## src/rtl/ex_mem_stage.sv

```systemverilog
// rtl/ex_mem_stage.sv - EX/MEM pipeline register with two-entry skid buffer (optional perf counters: EX_MEM_STAGE_PERF_EN)
module ex_mem_stage #(
    parameter int DATA_WIDTH             = 32,
    parameter int REG_FILE_ADDRESS_WIDTH = 5,
    parameter int ADDR_CTRL_WIDTH        = 3
) (
    input  logic                              clk,
    input  logic                              rst,
    input  logic                              flush,
    input  logic                              ValidE,
    output logic                              ReadyE,
    input  logic                              RegWriteE,
    input  logic [1:0]                        ResultSrcE,
    input  logic                              MemWriteE,
    input  logic [DATA_WIDTH-1:0]             ALUResultE,
    input  logic [DATA_WIDTH-1:0]             WriteDataE,
    input  logic [REG_FILE_ADDRESS_WIDTH-1:0] RdE,
    input  logic [DATA_WIDTH-1:0]             PCPlus4E,
    input  logic [ADDR_CTRL_WIDTH-1:0]        AddressingControlE,
`ifdef EX_MEM_STAGE_PERF_EN
    output logic [31:0]                       StallCount,
    output logic [15:0]                       FlushCount,
`endif
    output logic                              ValidM,
    input  logic                              ReadyM,
    output logic                              RegWriteM,
    output logic [1:0]                        ResultSrcM,
    output logic                              MemWriteM,
    output logic [DATA_WIDTH-1:0]             ALUResultM,
    output logic [DATA_WIDTH-1:0]             WriteDataM,
    output logic [REG_FILE_ADDRESS_WIDTH-1:0] RdM,
    output logic [DATA_WIDTH-1:0]             PCPlus4M,
    output logic [ADDR_CTRL_WIDTH-1:0]        AddressingControlM
);

    localparam int PW = 4 + 3 * DATA_WIDTH + REG_FILE_ADDRESS_WIDTH + ADDR_CTRL_WIDTH;

    logic [PW-1:0] in_w;
    logic [PW-1:0] main_q, main_d;
    logic [PW-1:0] skid_q, skid_d;
    logic          main_valid_q, main_valid_d;
    logic          skid_valid_q, skid_valid_d;
    logic          accept_w;
    logic          xfer_w;
    logic          reg_write_raw;
    logic          mem_write_raw;

    assign in_w = {RegWriteE, ResultSrcE, MemWriteE, ALUResultE, WriteDataE,
                   RdE, PCPlus4E, AddressingControlE};

    // ReadyE comes straight from the skid valid flop, so ReadyM never reaches it
    assign ReadyE   = ~skid_valid_q;
    assign accept_w = ValidE & ReadyE;
    assign xfer_w   = main_valid_q & ReadyM;

    // Next-state: refill main from skid first, otherwise from the input; overflow goes to skid
    always_comb begin
        main_d       = main_q;
        skid_d       = skid_q;
        main_valid_d = main_valid_q;
        skid_valid_d = skid_valid_q;
        if (flush) begin
            main_valid_d = 1'b0;
            skid_valid_d = 1'b0;
        end else if (xfer_w) begin
            if (skid_valid_q) begin
                main_d       = skid_q;
                main_valid_d = 1'b1;
                skid_valid_d = 1'b0;
            end else if (accept_w) begin
                main_d       = in_w;
                main_valid_d = 1'b1;
            end else begin
                main_valid_d = 1'b0;
            end
        end else if (accept_w) begin
            if (!main_valid_q) begin
                main_d       = in_w;
                main_valid_d = 1'b1;
            end else begin
                skid_d       = in_w;
                skid_valid_d = 1'b1;
            end
        end
    end

    // Entry registers; reset clears valids and zeroes payload
    always_ff @(posedge clk) begin
        if (rst) begin
            main_q       <= '0;
            skid_q       <= '0;
            main_valid_q <= 1'b0;
            skid_valid_q <= 1'b0;
        end else begin
            main_q       <= main_d;
            skid_q       <= skid_d;
            main_valid_q <= main_valid_d;
            skid_valid_q <= skid_valid_d;
        end
    end

    assign {reg_write_raw, ResultSrcM, mem_write_raw, ALUResultM, WriteDataM,
            RdM, PCPlus4M, AddressingControlM} = main_q;

    // Side-effecting controls are masked so a bubble can never write
    assign ValidM    = main_valid_q;
    assign RegWriteM = reg_write_raw & main_valid_q;
    assign MemWriteM = mem_write_raw & main_valid_q;

`ifdef EX_MEM_STAGE_PERF_EN
    logic [31:0] stall_count_q;
    logic [15:0] flush_count_q;

    // Saturating count of cycles the memory stage refuses a valid entry
    always_ff @(posedge clk) begin
        if (rst) begin
            stall_count_q <= '0;
        end else if (main_valid_q && !ReadyM && (stall_count_q != 32'hFFFF_FFFF)) begin
            stall_count_q <= stall_count_q + 32'd1;
        end
    end

    // Saturating count of flushes that actually discarded something
    always_ff @(posedge clk) begin
        if (rst) begin
            flush_count_q <= '0;
        end else if (flush && (main_valid_q || skid_valid_q) && (flush_count_q != 16'hFFFF)) begin
            flush_count_q <= flush_count_q + 16'd1;
        end
    end

    assign StallCount = stall_count_q;
    assign FlushCount = flush_count_q;
`endif

endmodule

```

## config.mk

```make
export PLATFORM = sky130hd
export DESIGN_NAME = ex_mem_stage
export DESIGN_NICKNAME = d
export VERILOG_FILES = /design/src/rtl/ex_mem_stage.sv
export SDC_FILE = /design/constraint.sdc
export NUM_CORES = 1
export LEC_CHECK = 0
export ABC_AREA = 1
export CORE_ASPECT_RATIO = 0.6
export CORE_UTILIZATION = 45
export CTS_BUF_LIST = sky130_fd_sc_hd__clkbuf_8 sky130_fd_sc_hd__clkbuf_16
export CTS_CLUSTER_DIAMETER = 150
export DETAILED_ROUTE_END_ITERATION = 16
export DONT_BUFFER_PORTS = 1
export PLACE_DENSITY_LB_ADDON = 0.08
export SYNTH_ARGS = -nofsm -noshare
export SYNTH_HDL_FRONTEND = slang
export SYNTH_SLANG_ARGS = --single-unit
```

## constraint.sdc

```tcl
create_clock -name clk -period 1.6 [get_ports clk]
set_input_delay 0.32 -clock clk [delete_from_list [all_inputs] [get_ports clk]]
set_output_delay 0.32 -clock clk [all_outputs]
set_load 0.02 [all_outputs]
```

# Word-level counts from Yosys, hierarchy flattened
# Cells that the tools add are included.
# Widths: inputs -> output; s select.
# classes
order_cmp	0
eq_ne	1
div	0
bitwise	7
n_shift	0
add_sub_neg	0
n_reduce_logical	7
mul	0
mux	9
# ops
op	count
$mux 108	5
$reduce_and 4->1	2
$and 1x1->1	4
$mux 1	4
$reduce_bool 2->1	2
$not 1->1	3
$reduce_or 3->1	1
$ne 2x1->1 const B	1
$reduce_and 2->1	1
$reduce_or 2->1	1
# word_totals
elab_cells	28
inputBits	113
ff_bits	218
mem_bits_ro	0
output_inout_bits	110
latchBits	0
mem_bits_rw	0
mem_count	0

# Logic depth before layout (Yosys ltp)
# depth
ltp_word	5
mapped_depth	10
depth_no_buf	7

# Worst setup path after synthesis
# No wires, ideal clock.
# synth_path
path_kind	reg2reg
from	register main_valid_q, in the netlist ValidM
to	register main_q[61]
path_buffers	3
stages_incl_launch_ff	11
setup_ns	0.113
arrival_time_ns	1.474
required_ns	1.487
path_slack_ns	0.013
cell_sequence	dfxtp_1 -> buf_2 -> nand2_2 -> nor2_4 -> inv_2 -> buf_2 -> buf_6 -> nand2_1 -> nand2_1 -> nor2_1 -> nor2_1
# synth_between
elab_chain_len	3
word_cells_on_any_way	5
# synth_rtl
element	line_no	text
from (decl)	41	logic main_valid_q, main_valid_d;
from (signal assigned)	97	main_valid_q <= main_valid_d;
$and 1x1->1	54	assign xfer_w = main_valid_q & ReadyM;
$ne 2x1->1 (no line) or $reduce_bool 2->1 (tied branches)	--	
$reduce_and 4->1 (no line)	--	
to (signal assigned)	95	main_q <= main_d;
to (decl)	39	logic [PW-1:0] main_q, main_d;
# Parallel ways exist; a longest one is shown, timed or not.
# A chain may end at the register's enable or synchronous reset.

# Final worst setup path
# layout_path
from	register main_valid_q, in the netlist ValidM
to	output port MemWriteM
# layout_between
elab_chain_len	1
# layout_rtl
element	line_no	text
$and 1x1->1	108	assign MemWriteM = mem_write_raw & main_valid_q;
to (decl)	28	output logic MemWriteM,
# No other way between the ends.

==> results.sh <==
export IMPL_required_ns=1.28
export IMPL_multi_input_area_sq_um=4298
export IMPL_postSynthAreaPerCell_sq_um=6.328
export IMPL_outcome="completed"
export IMPL_cpPeakStageDelay_ns=0.38
export IMPL_leakage_nw=5.670
export IMPL_fmax_ghz=0.6566
export IMPL_ir_drop_v=0.0008534
export IMPL_die_height_um=119.2
export IMPL_hp_class="in -> reg"
export IMPL_via_per_inst=4.613
export IMPL_htree_levels=1
export IMPL_tightest_slew_ns=0.3466
export IMPL_rsz0062_at_grt="false"
export IMPL_met2_length_mm=11.49
export IMPL_synth_top_cell_area_share=0.4236
export IMPL_grt_max_degree=61
export IMPL_routed_top_layer="met4"
export IMPL_hpwl_mm=15.43
export IMPL_grt_antenna_before_repair=0
export IMPL_fin_skew_ns=0.008176
export IMPL_final_common_cell="nand2_1"
export IMPL_cts_tree="yes"
export IMPL_rows=42
export IMPL_startpoint_type="flip-flop"
export IMPL_hold_viol=0
export IMPL_path_class="reg -> out"
export IMPL_crit_buf_inv=2
export IMPL_fin_cells=1914
export IMPL_dr_first_iter_drc_count=572
export IMPL_fin_nets=1703
export IMPL_slew_headroom=0.7686
export IMPL_grt_pass1_wl_mm=43.51
export IMPL_drt_met1_wl_mm=12.76
export IMPL_synth_area_leaders="dfxtp_1 (42%), nand2_1 (20%), nor2_1 (16%)"
export IMPL_diodes=0
export IMPL_drc_errors=0
export IMPL_synth_cell_types=21
export IMPL_crit_cells=3
export IMPL_regArea_sq_um=4364
export IMPL_finalCritPeriodShare=0.9519
export IMPL_worst_r2r_cell_count=8
export IMPL_crit_family="flip-flops"
export IMPL_reg2reg_slack_ns=0.13
export IMPL_synth_seq_area_share=0.4236
export IMPL_startpoint="ValidM"
export IMPL_crit_path_end_kind="primary output"
export IMPL_reg2reg_from="ValidM"
export IMPL_min_period_ns=1.523
export IMPL_drv_cap=0
export IMPL_fin_tns_setup_ns=0
export IMPL_vias=8829
export IMPL_drive_gt1_frac=0.04857
export IMPL_insertion_delay_ns=0.50
export IMPL_core_area_sq_um=22230
export IMPL_grt_overflow=0
export IMPL_cts_made_buffers=22
export IMPL_cts_buffer_depth=3
export IMPL_synth_area_sq_um=10300
export IMPL_layout_common_cells="nand2_1 (544), nor2_1 (434), dfxtp_1 (218)"
export IMPL_report_power_total_mw=12.79
export IMPL_portBuffers=0
export IMPL_setup_viol_count_final=0
export IMPL_cts_root_buffer="clkbuf_16"
export IMPL_grt_pass1_vias=8202
export IMPL_die_w_um=197.3
export IMPL_wl_per_cell_um=13.97
export IMPL_path_max_fanout=6
export IMPL_worst_hold_slack_ns=0.02080
export IMPL_crit_chain="buf_6 -> nand2_1 -> inv_2"
export IMPL_fill_cells=2249
export IMPL_dpl_cell_count=1765
export IMPL_syn_inst=1628
export IMPL_cpMaxStageDelayCell="dfxtp_1"
export IMPL_syn_to_final_growth_pct=14.71
export IMPL_gp_congestion=0.7512
export IMPL_yosys_area_top_type="dfxtp_1"
export IMPL_cts_reportedPaths_clkPinSlew_ns=0.07
export IMPL_start_util=0.4635
export IMPL_wl_mm=26.74
export IMPL_r2r_end="main_q[64]"
export IMPL_clock_sinks=218
export IMPL_route_met3_wl_mm=2.040
export IMPL_drv_slew=0
export IMPL_cp_endpoint="MemWriteM"
export IMPL_grt_util_all_layers=0.2274
export IMPL_mappedNetlistNets=1741
export IMPL_synth_warnings=0
export IMPL_powerDensity_nw_per_um2=1082
export IMPL_antenna_left=0
export IMPL_synth_seq_cells=218
export IMPL_io_pins=223
export IMPL_cp_data_arrival_time_ns=1.20
export IMPL_firstDrtPassIters=5
export IMPL_die_area_sq_um=23520
-- sequential cells by signal, indices dropped and copies added, names as in the netlist --
register	cells
skid_valid_q	1
main_q	108
ValidM	1
skid_q	108
-- final cells by class --
class                   instances  area share
flip-flops and latches        218      0.3693
repair buffers                135      0.1278
inverters                     117     0.03790
well taps                     308     0.03261
clock inverters                12     0.01419
multi-input cells            1096      0.3637
clock buffers                  28     0.05453
-- repair_timing --
action | CTS | global route
hold buffers | 107 | 0
resized for setup | 2 | 1
pin swaps | 0 | 1
setup endpoints to repair | 2 | 4
hold endpoints to repair | 106 | 0
setup buffers | 0 | 2
-- worst min path at each step --
stage	startpoint	endpoint	slack (ns)	cells past startpoint
6_report	ALUResultE[21]	skid_q[93]	0.02	2
5_1_grt	ALUResultE[21]	skid_q[93]	0.02	2
4_1_cts	PCPlus4E[16]	skid_q[19]	0.001	2
3_5_place_dp	flush	skid_valid_q	0.40	1
3_3_place_gp	flush	skid_valid_q	0.40	1
2_1_floorplan	flush	skid_valid_q	0.40	1
-- Yosys cell counts --
library cell,number
nand2_1,544
nor2_1,434
dfxtp_1,218
inv_1,113
buf_4,112
o21ai_0,106
clkbuf_1,53
buf_2,25
buf_6,4
a21oi_1,3
inv_2,3
buf_1,2
nand2_2,2
o21ai_1,2
clkbuf_2,1
clkinv_1,1
nand3_1,1
nand3_2,1
nor2_4,1
nor3_1,1
nor4_1,1
-- cell families (layout without fill, tap and decap cells) --
logic type,count (synthesis),in the layout,share of synthesized area
buffers and inverters,314,292,0.1613
and+or+nand+nor,985,985,0.3612
DFF,218,218,0.4236
AOI/OAI and AO/OA,111,111,0.05392
-- stage by stage --
stage	utilization	worst slack [ns]	cell area (sq um)
finish	0.5316	0.07693	11820
global route	0.5316	0.003390	11820
CTS	0.5308	0.03130	11800
detailed placement	0.4461	0.1564	9916
global placement	0.4461	0.1808	9916
floorplan	-	0.01291	10300
-- metal layers --
metal  GRT usage  vias up
met2      0.3475      218
met5           0        -
met1      0.3195     3920
met3     0.06004       37
met4     0.04942        0
li1            -     4654
-- power breakdown --
| group | switching, mW | internal (mW) |
|---|---|---|
| Sequential | 0.335 | 5.63 |
| Combinational | 0.559 | 0.483 |
| Clock | 2.28 | 3.50 |
Power figures use the tool's default switching activity.
